[src/rtl/mem_copy_if.sv]
// mem_copy_if: control and decoder-bus signals of the block-copy engine
interface mem_copy_if #(
  parameter int DW = 32,
  parameter int AW = 32
);
  logic          start;
  logic [AW-1:0] src_base;
  logic [AW-1:0] dst_base;
  logic [8:0]    length;
  logic [DW-1:0] rdata;
  logic [AW-1:0] address;
  logic          WR;
  logic [DW-1:0] wdata;
  logic          busy;
  logic          done;
  logic          err;
  logic [8:0]    count;
  modport master (
    input  start, src_base, dst_base, length, rdata,
    output address, WR, wdata, busy, done, err, count
  );
  modport slave (
    output start, src_base, dst_base, length, rdata,
    input  address, WR, wdata, busy, done, err, count
  );
endinterface

[src/rtl/mem_copy_dma.sv]
// mem_copy_dma: read-then-write block copy engine mastering the decoder address/WR bus
module mem_copy_dma #(
  parameter int DW        = 32,
  parameter int AW        = 32,
  parameter int MAP_LIMIT = 768,
  parameter int MAX_LEN   = 256
) (
  input logic        clk,
  input logic        rst_n,
  mem_copy_if.master bus
);
  localparam logic [2:0] IDLE  = 3'd0;
  localparam logic [2:0] CHECK = 3'd1;
  localparam logic [2:0] RD    = 3'd2;
  localparam logic [2:0] RDW   = 3'd3;
  localparam logic [2:0] WRT   = 3'd4;
  localparam logic [2:0] FIN   = 3'd5;
  logic [2:0]    state;
  logic [AW-1:0] src, dst;
  logic [8:0]    len, idx, count;
  logic [DW-1:0] cap;
  logic          err;
  logic [AW:0]   src_end, dst_end;
  logic          range_err;
  assign src_end   = {1'b0, src} + (AW+1)'(len);
  assign dst_end   = {1'b0, dst} + (AW+1)'(len);
  assign range_err = (len > 9'(MAX_LEN)) || (src_end > (AW+1)'(MAP_LIMIT)) || (dst_end > (AW+1)'(MAP_LIMIT));
  // sequencer: latch request, range-check, then read/wait/write per word
  always_ff @(posedge clk or negedge rst_n)
    if (!rst_n) begin
      state <= IDLE;
      src   <= '0;
      dst   <= '0;
      len   <= '0;
      idx   <= '0;
      cap   <= '0;
      err   <= 1'b0;
      count <= '0;
    end else
      case (state)
        IDLE: if (bus.start) begin
          src   <= bus.src_base;
          dst   <= bus.dst_base;
          len   <= bus.length;
          err   <= 1'b0;
          count <= '0;
          state <= CHECK;
        end
        CHECK: begin
          idx   <= '0;
          err   <= range_err;
          state <= (range_err || len == '0) ? FIN : RD;
        end
        RD:  state <= RDW;
        RDW: begin
          cap   <= bus.rdata;
          state <= WRT;
        end
        WRT: begin
          idx   <= idx + 9'd1;
          count <= count + 9'd1;
          state <= (idx + 9'd1 == len) ? FIN : RD;
        end
        default: state <= IDLE;
      endcase
  assign bus.address = (state == RD || state == RDW) ? src + AW'(idx) : (state == WRT) ? dst + AW'(idx) : '0;
  assign bus.WR      = state == WRT;
  assign bus.wdata   = (state == WRT) ? cap : '0;
  assign bus.busy    = state != IDLE;
  assign bus.done    = state == FIN;
  assign bus.err     = err;
  assign bus.count   = count;
endmodule

[src/flat_wrapper.sv]
// flat-port wrapper written by rule: the top's interface ports become plain ports
module mem_copy_dma_flat 
#(
  parameter int DW        = 32,
  parameter int AW        = 32,
  parameter int MAP_LIMIT = 768,
  parameter int MAX_LEN   = 256
)
  (clk, rst_n, bus_start, bus_src_base, bus_dst_base, bus_length, bus_rdata, bus_address, bus_WR, bus_wdata, bus_busy, bus_done, bus_err, bus_count);
  mem_copy_if #(.DW(DW), .AW(AW)) bus_i ();
  input logic clk;
  input logic rst_n;
  input wire logic [$bits(bus_i.start)-1:0] bus_start;
  input wire logic [$bits(bus_i.src_base)-1:0] bus_src_base;
  input wire logic [$bits(bus_i.dst_base)-1:0] bus_dst_base;
  input wire logic [$bits(bus_i.length)-1:0] bus_length;
  input wire logic [$bits(bus_i.rdata)-1:0] bus_rdata;
  output wire logic [$bits(bus_i.address)-1:0] bus_address;
  output wire logic [$bits(bus_i.WR)-1:0] bus_WR;
  output wire logic [$bits(bus_i.wdata)-1:0] bus_wdata;
  output wire logic [$bits(bus_i.busy)-1:0] bus_busy;
  output wire logic [$bits(bus_i.done)-1:0] bus_done;
  output wire logic [$bits(bus_i.err)-1:0] bus_err;
  output wire logic [$bits(bus_i.count)-1:0] bus_count;
  assign bus_i.start = bus_start;
  assign bus_i.src_base = bus_src_base;
  assign bus_i.dst_base = bus_dst_base;
  assign bus_i.length = bus_length;
  assign bus_i.rdata = bus_rdata;
  assign bus_address = bus_i.address;
  assign bus_WR = bus_i.WR;
  assign bus_wdata = bus_i.wdata;
  assign bus_busy = bus_i.busy;
  assign bus_done = bus_i.done;
  assign bus_err = bus_i.err;
  assign bus_count = bus_i.count;
  mem_copy_dma #(.DW(DW), .AW(AW), .MAP_LIMIT(MAP_LIMIT), .MAX_LEN(MAX_LEN)) u_core (.clk(clk), .rst_n(rst_n), .bus(bus_i));
endmodule
[config.mk]
export PLATFORM = sky130hd
export DESIGN_NAME = mem_copy_dma_flat
export DESIGN_NICKNAME = d
export VERILOG_FILES = /design/src/rtl/mem_copy_if.sv /design/src/rtl/mem_copy_dma.sv /design/src/flat_wrapper.sv
export SDC_FILE = /design/constraint.sdc
export NUM_CORES = 1
export LEC_CHECK = 0
export CORE_AREA = 10 10 150 152
export DETAILED_ROUTE_END_ITERATION = 8
export DIE_AREA = 0 0 160 162
export GPL_TIMING_DRIVEN = 0
export PLACE_DENSITY = 0.74
export SYNTH_ARGS = -nofsm -noshare
export SYNTH_HDL_FRONTEND = slang
export SYNTH_SLANG_ARGS = --single-unit
[constraint.sdc]
create_clock -name clk -period 10.5 [get_ports clk]
set_clock_uncertainty 0.2 [all_clocks]
set_input_delay 1.575 -clock clk [delete_from_list [all_inputs] [get_ports clk]]
set_output_delay 1.575 -clock clk [all_outputs]
set_load 0.02 [all_outputs]
==> run summary <==
The shortest clock period the worst path allows after layout is 6.73 ns. The fill cell instance count of the final layout is 1,736. From bottom edge to top edge, the die measures 162 µm.

For this run, the number of Yosys warnings is 0. The overflow left after global routing is 0. The type of the tightest min-delay check is reg2reg. The number of failing hold endpoints at the final stage is 0. STA classifies the critical path endpoint as a primary output. The instance count along the most critical hold path came out at 1. The DRC violation count after routing is 0.

The final-report setup violation count is 0. In this run the critical register-to-register path is launched from u_core.len[5]$_DFFE_PN0P_. Power spread over the standard cell area amounts to 298 nW/µm².

The overall die area came out at 25,900 µm². Entering global routing, the biggest net connects 72 pins. The worst hold path terminates at u_core.bus.count[8]$_DFFE_PN0P_. The TritonCTS clock tree is yes. The number of cells on the worst reg-to-reg path is 11. The total track usage came out at 26.5%. The post-synthesis to final-layout area growth came out at 29.0%. The HPWL after detailed placement is 27.0 mm. The worst setup slack for register-to-register paths came out at 6.19 ns.

The post-synthesis instance area is 9590 µm². The clock tree synthesis step divided the H-tree into 4 levels. In the routed layout, each cell is associated on average with a via count of 5.93. The highest net fanout along the worst path is 10. The relative slew slack is 38.2%. The final-layout setup total negative slack came out at 0 ns. The global-route wire length before repair is 54.8 mm. The max-capacitance violation count is 0. The number of I/O port buffers came out at 184. The most frequently used flop master after synthesis is sky130_fd_sc_hd__dfrtp_1. Static timing analysis puts the maximum clock frequency at 149 MHz. The number of synthesized flops with an enable pin came out at 0. The share of Yosys cell area claimed by the top area cell type came out at 33.1%. Counting along the longest clock path gives a buffer depth of 2. The standard-cell row count came out at 51. The data arrival time of the critical path came out at 4.95 ns. In this run the clock root is driven by a sky130_fd_sc_hd__clkbuf_16. The number of different library cells in the post-synthesis netlist came out at 73. Setup repair after global routing left no endpoint under its margin. The setup slack of the critical path after layout came out at 3.77 ns.

In this run, synthesis produced a sequential element count of 127. The number of pins exceeding their max-slew limit in the final report came out at 0. The synthesized instance count is 1,188. The number of sinks on the clock net came out at 127. In this run the critical register-to-register path is captured at u_core.state[1]$_DFFE_PN0P_.

The worst setup path is launched from a flop. The transition time at the pin with the least slew margin is 0.917 ns. The number of detailed-route iterations in the first pass came out at 5. Gates resized during post-CTS repair numbered 0. The starting DRC count in detailed routing is 740. The peak supply drop is 147 µV. The number of vias in the routed layout came out at 9,898. After detailed routing, the average wire length per cell comes to 21.0 µm. After clock tree synthesis, the clock-pin slew on the worst setup and hold paths is 0.06 ns. By area the synthesized netlist is led by sky130_fd_sc_hd__dfrtp_1 (33%), sky130_fd_sc_hd__nand2_1 (11%), sky130_fd_sc_hd__ha_1 (5.0%), sky130_fd_sc_hd__xnor2_1 (4.7%), sky130_fd_sc_hd__mux2_2 (4.1%). The worst setup path is of the reg2out kind.

The smallest hold slack is 0.295 ns. The number of antenna diodes is 0. After synthesis, the share of flip-flops with an asynchronous set or reset is 100%. The count of buffers added by post-CTS timing repair for setup came out at 0. The clock latency at the later pin of the worst-skew pair is 0.44 ns.

The final layout contains 1,542 nets. The mean instance size in the synthesized netlist is 8.07 µm². The flow ran to the end, and the final reports show no timing, DRC or antenna violations.

The leakage component of the power came out at 5.21 nW. The number of hold buffers added after CTS is 0. Summed over all instances, the cell type with the most area after synthesis is sky130_fd_sc_hd__dfrtp_1. The total length of routed wires came out at 35.1 mm. The chip width is 160 µm. The total nets after synthesis is 1,338.

The post-route netlist has 6.90% of its cells at a drive strength greater than 1. After layout, the worst path uses 64.1% of the clock period. The number of buffers inserted during clock tree synthesis is 17. In this run the most critical hold path is launched from u_core.bus.count[8]$_DFFE_PN0P_. The core outline area is 19,400 µm². Sequential cells were found to cover 33.1% of the synthesized design area. 185 I/O pins were placed. The post-placement setup slack came out at 4.41 ns. The number of global-route vias before repair came out at 9,504. Once detail routing completed, the nets flagged for antenna violations numbered 0.

The initial antenna violation count was 0. The global placement routability congestion came out at 0.990. The required arrival time at the worst endpoint is 8.73 ns. The initial core utilization came out at 49.4%.
[cell usage after synthesis, types with 5 or more instances]
| cell | instances |
|---|---|
| sky130_fd_sc_hd__o22ai_1 | 31 |
| sky130_fd_sc_hd__o21ai_0 | 61 |
| sky130_fd_sc_hd__a21oi_1 | 33 |
| sky130_fd_sc_hd__a21boi_0 | 6 |
| sky130_fd_sc_hd__xor2_1 | 31 |
| sky130_fd_sc_hd__nor4_1 | 10 |
| sky130_fd_sc_hd__and4_1 | 8 |
| sky130_fd_sc_hd__buf_1 | 7 |
| sky130_fd_sc_hd__o31ai_1 | 8 |
| sky130_fd_sc_hd__nor3_1 | 26 |
| sky130_fd_sc_hd__nand2b_1 | 6 |
| sky130_fd_sc_hd__o2111ai_1 | 10 |
| sky130_fd_sc_hd__and3_1 | 45 |
| sky130_fd_sc_hd__clkbuf_1 | 63 |
| sky130_fd_sc_hd__xnor2_1 | 52 |
| sky130_fd_sc_hd__dfrtp_1 | 127 |
| sky130_fd_sc_hd__a41oi_1 | 5 |
| sky130_fd_sc_hd__buf_2 | 10 |
| sky130_fd_sc_hd__a21o_1 | 7 |
| sky130_fd_sc_hd__nor2b_1 | 6 |
| sky130_fd_sc_hd__and2_1 | 6 |
| sky130_fd_sc_hd__ha_1 | 38 |
| sky130_fd_sc_hd__nor2_1 | 53 |
| sky130_fd_sc_hd__inv_1 | 29 |
| sky130_fd_sc_hd__o211ai_1 | 14 |
| sky130_fd_sc_hd__nand2_1 | 271 |
| sky130_fd_sc_hd__a211oi_1 | 13 |
| sky130_fd_sc_hd__mux2_2 | 35 |
| sky130_fd_sc_hd__nand3_1 | 43 |
| sky130_fd_sc_hd__or4_1 | 5 |
| sky130_fd_sc_hd__a211o_1 | 5 |
| sky130_fd_sc_hd__nand4_1 | 30 |
| sky130_fd_sc_hd__a2111oi_0 | 7 |
| sky130_fd_sc_hd__o21bai_1 | 8 |
| sky130_fd_sc_hd__a31oi_1 | 8 |
[cell families after synthesis]
logic type                 count (synthesis)  share of synthesized area [%]
and+or+nand+nor                          531                           26.2
AOI/OAI and AO/OA                        249                           17.6
DFF                                      127                           33.1
buffers and inverters                    116                           4.98
xor gates and xnor gates                  83                           7.58
adders and majority gates                 42                           5.79
muxes                                     40                           4.68
[worst max-delay path by stage]
stage | from | slack (ns) | endpoint | cells after the start
floorplan | u_core.idx[0]$_DFFE_PN0P_ | 5.62 | bus_address[16] | 13
global placement | rst_n | 2.56 | u_core.src[24]$_DFFE_PN0P_ | 1
detailed placement | u_core.idx[0]$_DFFE_PN0P_ | 4.41 | bus_address[16] | 14
CTS | u_core.idx[0]$_DFFE_PN0P_ | 3.92 | bus_address[16] | 14
global route | u_core.idx[0]$_DFFE_PN0P_ | 3.48 | bus_address[16] | 14
finish | u_core.idx[0]$_DFFE_PN0P_ | 3.77 | bus_address[16] | 14
[critical path, stage by stage (launching register included)]
cell	delay, ns
sky130_fd_sc_hd__dfrtp_1	0.52
sky130_fd_sc_hd__ha_1	0.23
sky130_fd_sc_hd__inv_1	0.06
sky130_fd_sc_hd__fa_1	0.39
sky130_fd_sc_hd__nor2b_1	0.12
sky130_fd_sc_hd__o21ai_0	0.10
sky130_fd_sc_hd__a21boi_0	0.25
sky130_fd_sc_hd__o21ai_0	0.14
sky130_fd_sc_hd__a21boi_0	0.36
sky130_fd_sc_hd__o2111a_1	0.22
sky130_fd_sc_hd__clkbuf_1	0.47
sky130_fd_sc_hd__o21ai_0	0.29
sky130_fd_sc_hd__or4_1	0.46
sky130_fd_sc_hd__o211ai_1	0.21
sky130_fd_sc_hd__clkdlybuf4s50_1	0.69
[area by class of cell]
cell class | instances | area [µm²] | area share [%]
Timing Repair Buffer | 185 | 1870 | 15.1
Sequential cell | 127 | 3180 | 25.7
Inverter | 30 | 113 | 0.910
Buffer | 86 | 365 | 2.95
Multi-Input combinational cell | 945 | 5940 | 48.0
Clock buffer | 18 | 429 | 3.47
Tap cell | 265 | 332 | 2.68
Clock inverter | 14 | 145 | 1.17
[cell usage in the layout, fill, tap and decap left out, types with 5 or more instances in the layout]
cell type	count
sky130_fd_sc_hd__nand2_1	271
sky130_fd_sc_hd__clkdlybuf4s50_1	183
sky130_fd_sc_hd__dfrtp_1	127
sky130_fd_sc_hd__clkbuf_1	64
sky130_fd_sc_hd__o21ai_0	61
sky130_fd_sc_hd__nor2_1	53
sky130_fd_sc_hd__xnor2_1	52
sky130_fd_sc_hd__and3_1	45
sky130_fd_sc_hd__nand3_1	43
sky130_fd_sc_hd__ha_1	38
sky130_fd_sc_hd__mux2_2	35
sky130_fd_sc_hd__a21oi_1	33
sky130_fd_sc_hd__o22ai_1	31
sky130_fd_sc_hd__xor2_1	31
sky130_fd_sc_hd__nand4_1	30
sky130_fd_sc_hd__inv_1	29
sky130_fd_sc_hd__nor3_1	26
sky130_fd_sc_hd__clkbuf_16	17
sky130_fd_sc_hd__o211ai_1	14
sky130_fd_sc_hd__a211oi_1	13
sky130_fd_sc_hd__buf_2	10
sky130_fd_sc_hd__nor4_1	10
sky130_fd_sc_hd__o2111ai_1	10
sky130_fd_sc_hd__o21bai_1	8
sky130_fd_sc_hd__and4_1	8
sky130_fd_sc_hd__o31ai_1	8
sky130_fd_sc_hd__a31oi_1	8
sky130_fd_sc_hd__a21o_1	7
sky130_fd_sc_hd__buf_1	7
sky130_fd_sc_hd__a2111oi_0	7
sky130_fd_sc_hd__nand2b_1	6
sky130_fd_sc_hd__nor2b_1	6
sky130_fd_sc_hd__a21boi_0	6
sky130_fd_sc_hd__and2_1	6
sky130_fd_sc_hd__inv_6	6
sky130_fd_sc_hd__a41oi_1	5
sky130_fd_sc_hd__a211o_1	5
sky130_fd_sc_hd__or4_1	5
[routing by layer]
layer	vias to the layer above	global-route usage [%]	wire length, µm
met5	-	0	0
met4	0	8.89	993
met3	69	6.02	2800
met2	473	42.8	16400
met1	4681	34.2	15000
li1	4675	-	-
[flip-flops by register name, indices dropped and copies added, names as in the netlist]
name	count
u_core.state	3
u_core.bus.err	1
u_core.src	32
u_core.dst	32
u_core.len	9
u_core.cap	32
u_core.bus.count	9
u_core.idx	9
[through the flow]
step / util [%] / cell area, µm² / std cells / total power, mW
global route: 63.8 / 12400 / 1670 / 3.93
finish: 63.8 / 12400 / 1670 / 3.69
floorplan: - / 9590 / 1188 / 2.28
global placement: 60.6 / 11800 / 1637 / 3.02
detailed placement: 60.8 / 11800 / 1638 / 3.05
CTS: 63.8 / 12400 / 1670 / 3.66
[report_power, final]
part	total, mW	switching, mW	leakage, nW	internal, mW
registers	0.910	0.208	1.58	0.702
logic	2.18	1.33	3.36	0.847
clock network	0.602	0.268	0.273	0.334
(Power assumes the default switching activity.)
